[src/rtl/fpu_types.sv]
// rtl/fpu_types.sv - shared FPU types: divider FSM states and counter width
package fpu_types;

    typedef enum logic [1:0] {
        IDLE = 2'd0,
        RUN  = 2'd1,
        DONE = 2'd2
    } div_state_t;

    localparam int DIV_DATA_WIDTH = 26;
    localparam int DIV_CNT_W      = $clog2(DIV_DATA_WIDTH);

endpackage

[src/rtl/fp_mant_div_step.sv]
// rtl/fp_mant_div_step.sv - one combinational restoring division step
module fp_mant_div_step #(
    parameter int DATA_WIDTH = 26
) (
    input  logic [DATA_WIDTH:0]   pr,
    input  logic [DATA_WIDTH-1:0] divisor,
    output logic                  qbit,
    output logic [DATA_WIDTH:0]   pr_next
);

    // One extra bit beyond the partial remainder acts as the borrow/sign.
    logic [DATA_WIDTH+1:0] diff;

    // Trial subtract; keep the difference only when it did not borrow.
    always_comb begin
        diff    = {1'b0, pr} - {2'b00, divisor};
        qbit    = ~diff[DATA_WIDTH+1];
        pr_next = qbit ? diff[DATA_WIDTH:0] : pr;
    end

endmodule

[src/rtl/fp_mant_divider.sv]
// rtl/fp_mant_divider.sv - iterative radix-2 restoring mantissa divider (option: FP_MANT_DIVIDER_EARLY_TERM_EN)
module fp_mant_divider
    import fpu_types::*;
#(
    parameter int DATA_WIDTH = DIV_DATA_WIDTH
) (
    input  logic                  clk,
    input  logic                  rst,
    input  logic                  start,
    input  logic [DATA_WIDTH-1:0] dividend,
    input  logic [DATA_WIDTH-1:0] divisor,
    output logic [DATA_WIDTH-1:0] quotient,
    output logic [DATA_WIDTH-1:0] remainder,
    output logic                  done,
    output logic                  busy
);

    localparam int CNT_W = $clog2(DATA_WIDTH);
    localparam logic [CNT_W-1:0] LAST = CNT_W'(DATA_WIDTH - 1);

    div_state_t            state;
    logic [DATA_WIDTH:0]   pr;
    logic [DATA_WIDTH-1:0] div_q;
    logic [CNT_W-1:0]      count;

    logic                  qbit;
    logic [DATA_WIDTH:0]   pr_next;
    logic [DATA_WIDTH-1:0] q_next;

    fp_mant_div_step #(
        .DATA_WIDTH (DATA_WIDTH)
    ) u_step (
        .pr      (pr),
        .divisor (div_q),
        .qbit    (qbit),
        .pr_next (pr_next)
    );

    assign q_next = {quotient[DATA_WIDTH-2:0], qbit};

    // Control FSM: start from any state restarts; RUN retires one quotient bit per cycle.
    always_ff @(posedge clk or posedge rst) begin
        if (rst) begin
            state     <= IDLE;
            pr        <= '0;
            div_q     <= '0;
            count     <= '0;
            quotient  <= '0;
            remainder <= '0;
            done      <= 1'b0;
            busy      <= 1'b0;
        end else begin
            done <= 1'b0;
            if (start) begin
                pr       <= {1'b0, dividend};
                div_q    <= divisor;
                quotient <= '0;
                count    <= '0;
                state    <= RUN;
                busy     <= 1'b1;
            end else begin
                case (state)
                    IDLE: begin
                        busy <= 1'b0;
                    end
                    RUN: begin
                        quotient <= q_next;
`ifdef FP_MANT_DIVIDER_EARLY_TERM_EN
                        // A zero partial remainder means every later bit is zero,
                        // except for a zero divisor, which must keep producing ones.
                        if ((pr_next == '0) && (div_q != '0)) begin
                            quotient  <= q_next << (LAST - count);
                            remainder <= '0;
                            state     <= DONE;
                            busy      <= 1'b0;
                            done      <= 1'b1;
                        end else
`endif
                        if (count == LAST) begin
                            remainder <= pr_next[DATA_WIDTH-1:0];
                            state     <= DONE;
                            busy      <= 1'b0;
                            done      <= 1'b1;
                        end else begin
                            pr    <= pr_next << 1;
                            count <= count + 1'b1;
                        end
                    end
                    DONE: begin
                        state <= IDLE;
                        busy  <= 1'b0;
                    end
                    default: begin
                        state <= IDLE;
                        busy  <= 1'b0;
                    end
                endcase
            end
        end
    end

endmodule

[config.mk]
export PLATFORM = sky130hd
export DESIGN_NAME = fp_mant_divider
export DESIGN_NICKNAME = d
export VERILOG_FILES = /design/src/rtl/fpu_types.sv /design/src/rtl/fp_mant_div_step.sv /design/src/rtl/fp_mant_divider.sv
export SDC_FILE = /design/constraint.sdc
export NUM_CORES = 1
export LEC_CHECK = 0
export ABC_CLOCK_PERIOD_IN_PS = 9800
export BUFFER_PORTS_ARGS = -buffer_cell sky130_fd_sc_hd__buf_2
export CORE_ASPECT_RATIO = 0.8
export CORE_UTILIZATION = 46
export DETAILED_ROUTE_END_ITERATION = 8
export GPL_TIMING_DRIVEN = 0
export HOLD_SLACK_MARGIN = 0.12
export PLACE_DENSITY = 0.67
export SYNTH_ARGS = -nofsm -noshare
export SYNTH_HDL_FRONTEND = slang
export SYNTH_HIERARCHICAL = 1
export SYNTH_SLANG_ARGS = --single-unit
export TNS_END_PERCENT = 50
[constraint.sdc]
create_clock -name clk -period 9.8 [get_ports clk]
set_clock_uncertainty 0.1 [all_clocks]
set_input_delay 0.98 -clock clk [delete_from_list [all_inputs] [get_ports clk]]
set_output_delay 0.98 -clock clk [all_outputs]
set_load 0.02 [all_outputs]
==> flow_metrics.env <==
export IMPL_status="completed"
export IMPL_cts_buffer_depth=2
export IMPL_start_util_pct=47.76
export IMPL_grt_pass1_vias=5548
export IMPL_portBuffers=107
export IMPL_worst_pin_slew_ns=0.7046
export IMPL_cts_root_buf="clkbuf_16"
export IMPL_drv_slew=0
export IMPL_rsz0062_at_grt="no"
export IMPL_die_h_um=108.8
export IMPL_num_antenna_cells=0
export IMPL_grt_max_degree=64
export IMPL_drive_gt1_share_pct=27.16
export IMPL_finalPower_uw=2243
export IMPL_setup_viol=0
export IMPL_cts_max_level=4
export IMPL_worstSetupPathType="reg -> reg"
export IMPL_dieArea_mm2=0.01475
export IMPL_critPathMaxStageDelay_ns=0.49
export IMPL_vias=5581
export IMPL_cp_end_kind="flop"
export IMPL_utilization_pct=57.86
export IMPL_yosysWarningCount=6
export IMPL_wire_per_inst_um=16.61
export IMPL_drt_iter0_markers=418
export IMPL_drc=0
export IMPL_fin_tns_setup_ns=0
export IMPL_hpwl_mm=12.14
export IMPL_post_drt_via_cell_ratio=5.515
export IMPL_powerDensity_mw_per_mm2=282.1
export IMPL_slowest_stage="a41oi_1"
export IMPL_die_w_um=135.5
export IMPL_clk_pin_slew_ns=0.05
export IMPL_hold_depth=1
export IMPL_grt_overflow_total=0
export IMPL_grt_pass1_wl_mm=27.34
export IMPL_area_growth_pct=21.14
export IMPL_cts_hold_buffers_added=0
export IMPL_place_congestion=0.9256
export IMPL_post_route_period_util_pct=34.28
export IMPL_synthesis_area_mm2=0.006563
export IMPL_path_max_fanout=3
export IMPL_syn_num_nets=776
export IMPL_top_level_ports=109
export IMPL_fmax_mhz=297.7
export IMPL_r2r_end="pr[23]"
export IMPL_clk_latency_ns=0.42
export IMPL_fin_crit_ns=3.360
export IMPL_hold_end="busy"
export IMPL_p_leak_uw=0.003739
export IMPL_cp_cell_sequence="inv_1 -> ha_1 -> inv_1 -> fa_1 -> a211oi_1 -> o21ai_0 -> a41oi_1 -> o21ai_0 -> a21oi_1 -> o21ai_0 -> a31oi_2 -> a31oi_1 -> a21oi_1"
export IMPL_hold_viol=0
export IMPL_avgSynthCellArea_um2=9.483
export IMPL_dr_pass1_iters=6
export IMPL_ir_drop_mv=0.1684
export IMPL_fin_nets=903
export IMPL_num_fill_cells=1191
export IMPL_grtUsageTotal_pct=24.16
export IMPL_cts_tree="yes"
export IMPL_fp_row_count=38
export IMPL_core_area_mm2=0.01374
export IMPL_syn_instance_count=692
export IMPL_timing_critical_path_arrival_ns=3.59
export IMPL_rrSetupSlack_ns=6.44
export IMPL_final_antenna_net_count=0
export IMPL_critPathLaunchType="flop"
export IMPL_min_from="busy"
export IMPL_clock_sinks=114
export IMPL_postCtsSetupBuffers=0
export IMPL_multi_input_area_mm2=0.003342
export IMPL_drv_cap=0
export IMPL_antenna_found_initial=0
export IMPL_rr_startpoint="pr[0]"
export IMPL_cp_common_cell="o21ai_0"
export IMPL_drt_total_wl_mm=16.81
export IMPL_required_ns=10.03
export IMPL_relSlewSlack_pct=53.02
export IMPL_min_path_type="reg -> reg"
export IMPL_seqCellArea_mm2=0.002853
export IMPL_r2r_cells=13
export IMPL_cts_buffers_inserted=17
export IMPL_cts_resized=0
## cell type report
| cell class | instances | area share, % |
|---|---|---|
| Clock inverter | 10 | 1.668 |
| Clock buffer | 22 | 5.839 |
| Sequential cell | 114 | 35.88 |
| Timing Repair Buffer | 108 | 7.082 |
| Tap cell | 180 | 2.833 |
| Buffer | 43 | 3.022 |
| Inverter | 34 | 1.637 |
| Multi-Input combinational cell | 501 | 42.04 |
## stage by stage
stage                     worst slack (ns)  area [µm²]  hold slack [ns]  std cells
final                                6.440        7950           0.3760       1012
after global routing                 6.128        7950           0.3899       1012
after floorplan                      5.704        6563           0.3807        692
after CTS                            6.443        7950           0.3803       1012
after detailed placement             6.457        7353           0.3664        980
after global placement               4.451        7323           0.3637        979
## state kept, by name, summed over array words and instances (netlist names)
name	cells
count	5
state	2
div_q	26
done	1
remainder	26
quotient	26
pr	27
busy	1
## critical path: cells and delay by family, from the launching register on
kind            cells  cell delay, ns
fa+ha+maj           2            0.58
compound gates      9            2.09
flops               1            0.39
buf+inv             2            0.12
## worst max-delay path by stage
stage / startpoint / to / slack, ns
floorplan: rst / busy / 5.70
global placement: rst / remainder[16] / 4.45
detailed placement: pr[0] / pr[23] / 6.46
CTS: pr[0] / pr[23] / 6.44
global route: pr[0] / pr[23] / 6.13
finish: pr[0] / pr[23] / 6.44
## cells in the final DEF (no fill, tap or decap), types with 12 or more instances in the layout
cell and n:
a21oi_1 96, a31oi_1 25, buf_2 118, clkbuf_1 23, clkbuf_16 17, dfrtp_1 114
ha_1 28, inv_1 33, mux2_2 51, nand2_1 78, nor2_1 34, nor2b_1 31
o21ai_0 51, xnor2_1 12
## where the power goes
group | total [µW] | internal (µW) | switching [µW] | leakage, µW
combinational | 1020 | 426 | 595 | 0.00201
sequential | 595 | 540 | 55.0 | 0.00145
clock | 627 | 411 | 216 | 0.000286
total | 2240 | 1380 | 867 | 0.00374
## metal layers
layer  track usage (%)  vias up  routed length, µm
met2             37.39      199               7536
met4             7.464        0                214
met5                 0        -                  0
li1                  -     2684                  -
met3             6.695       20                984
met1             32.80     2678               8071
Power figures use the tool's default switching activity.
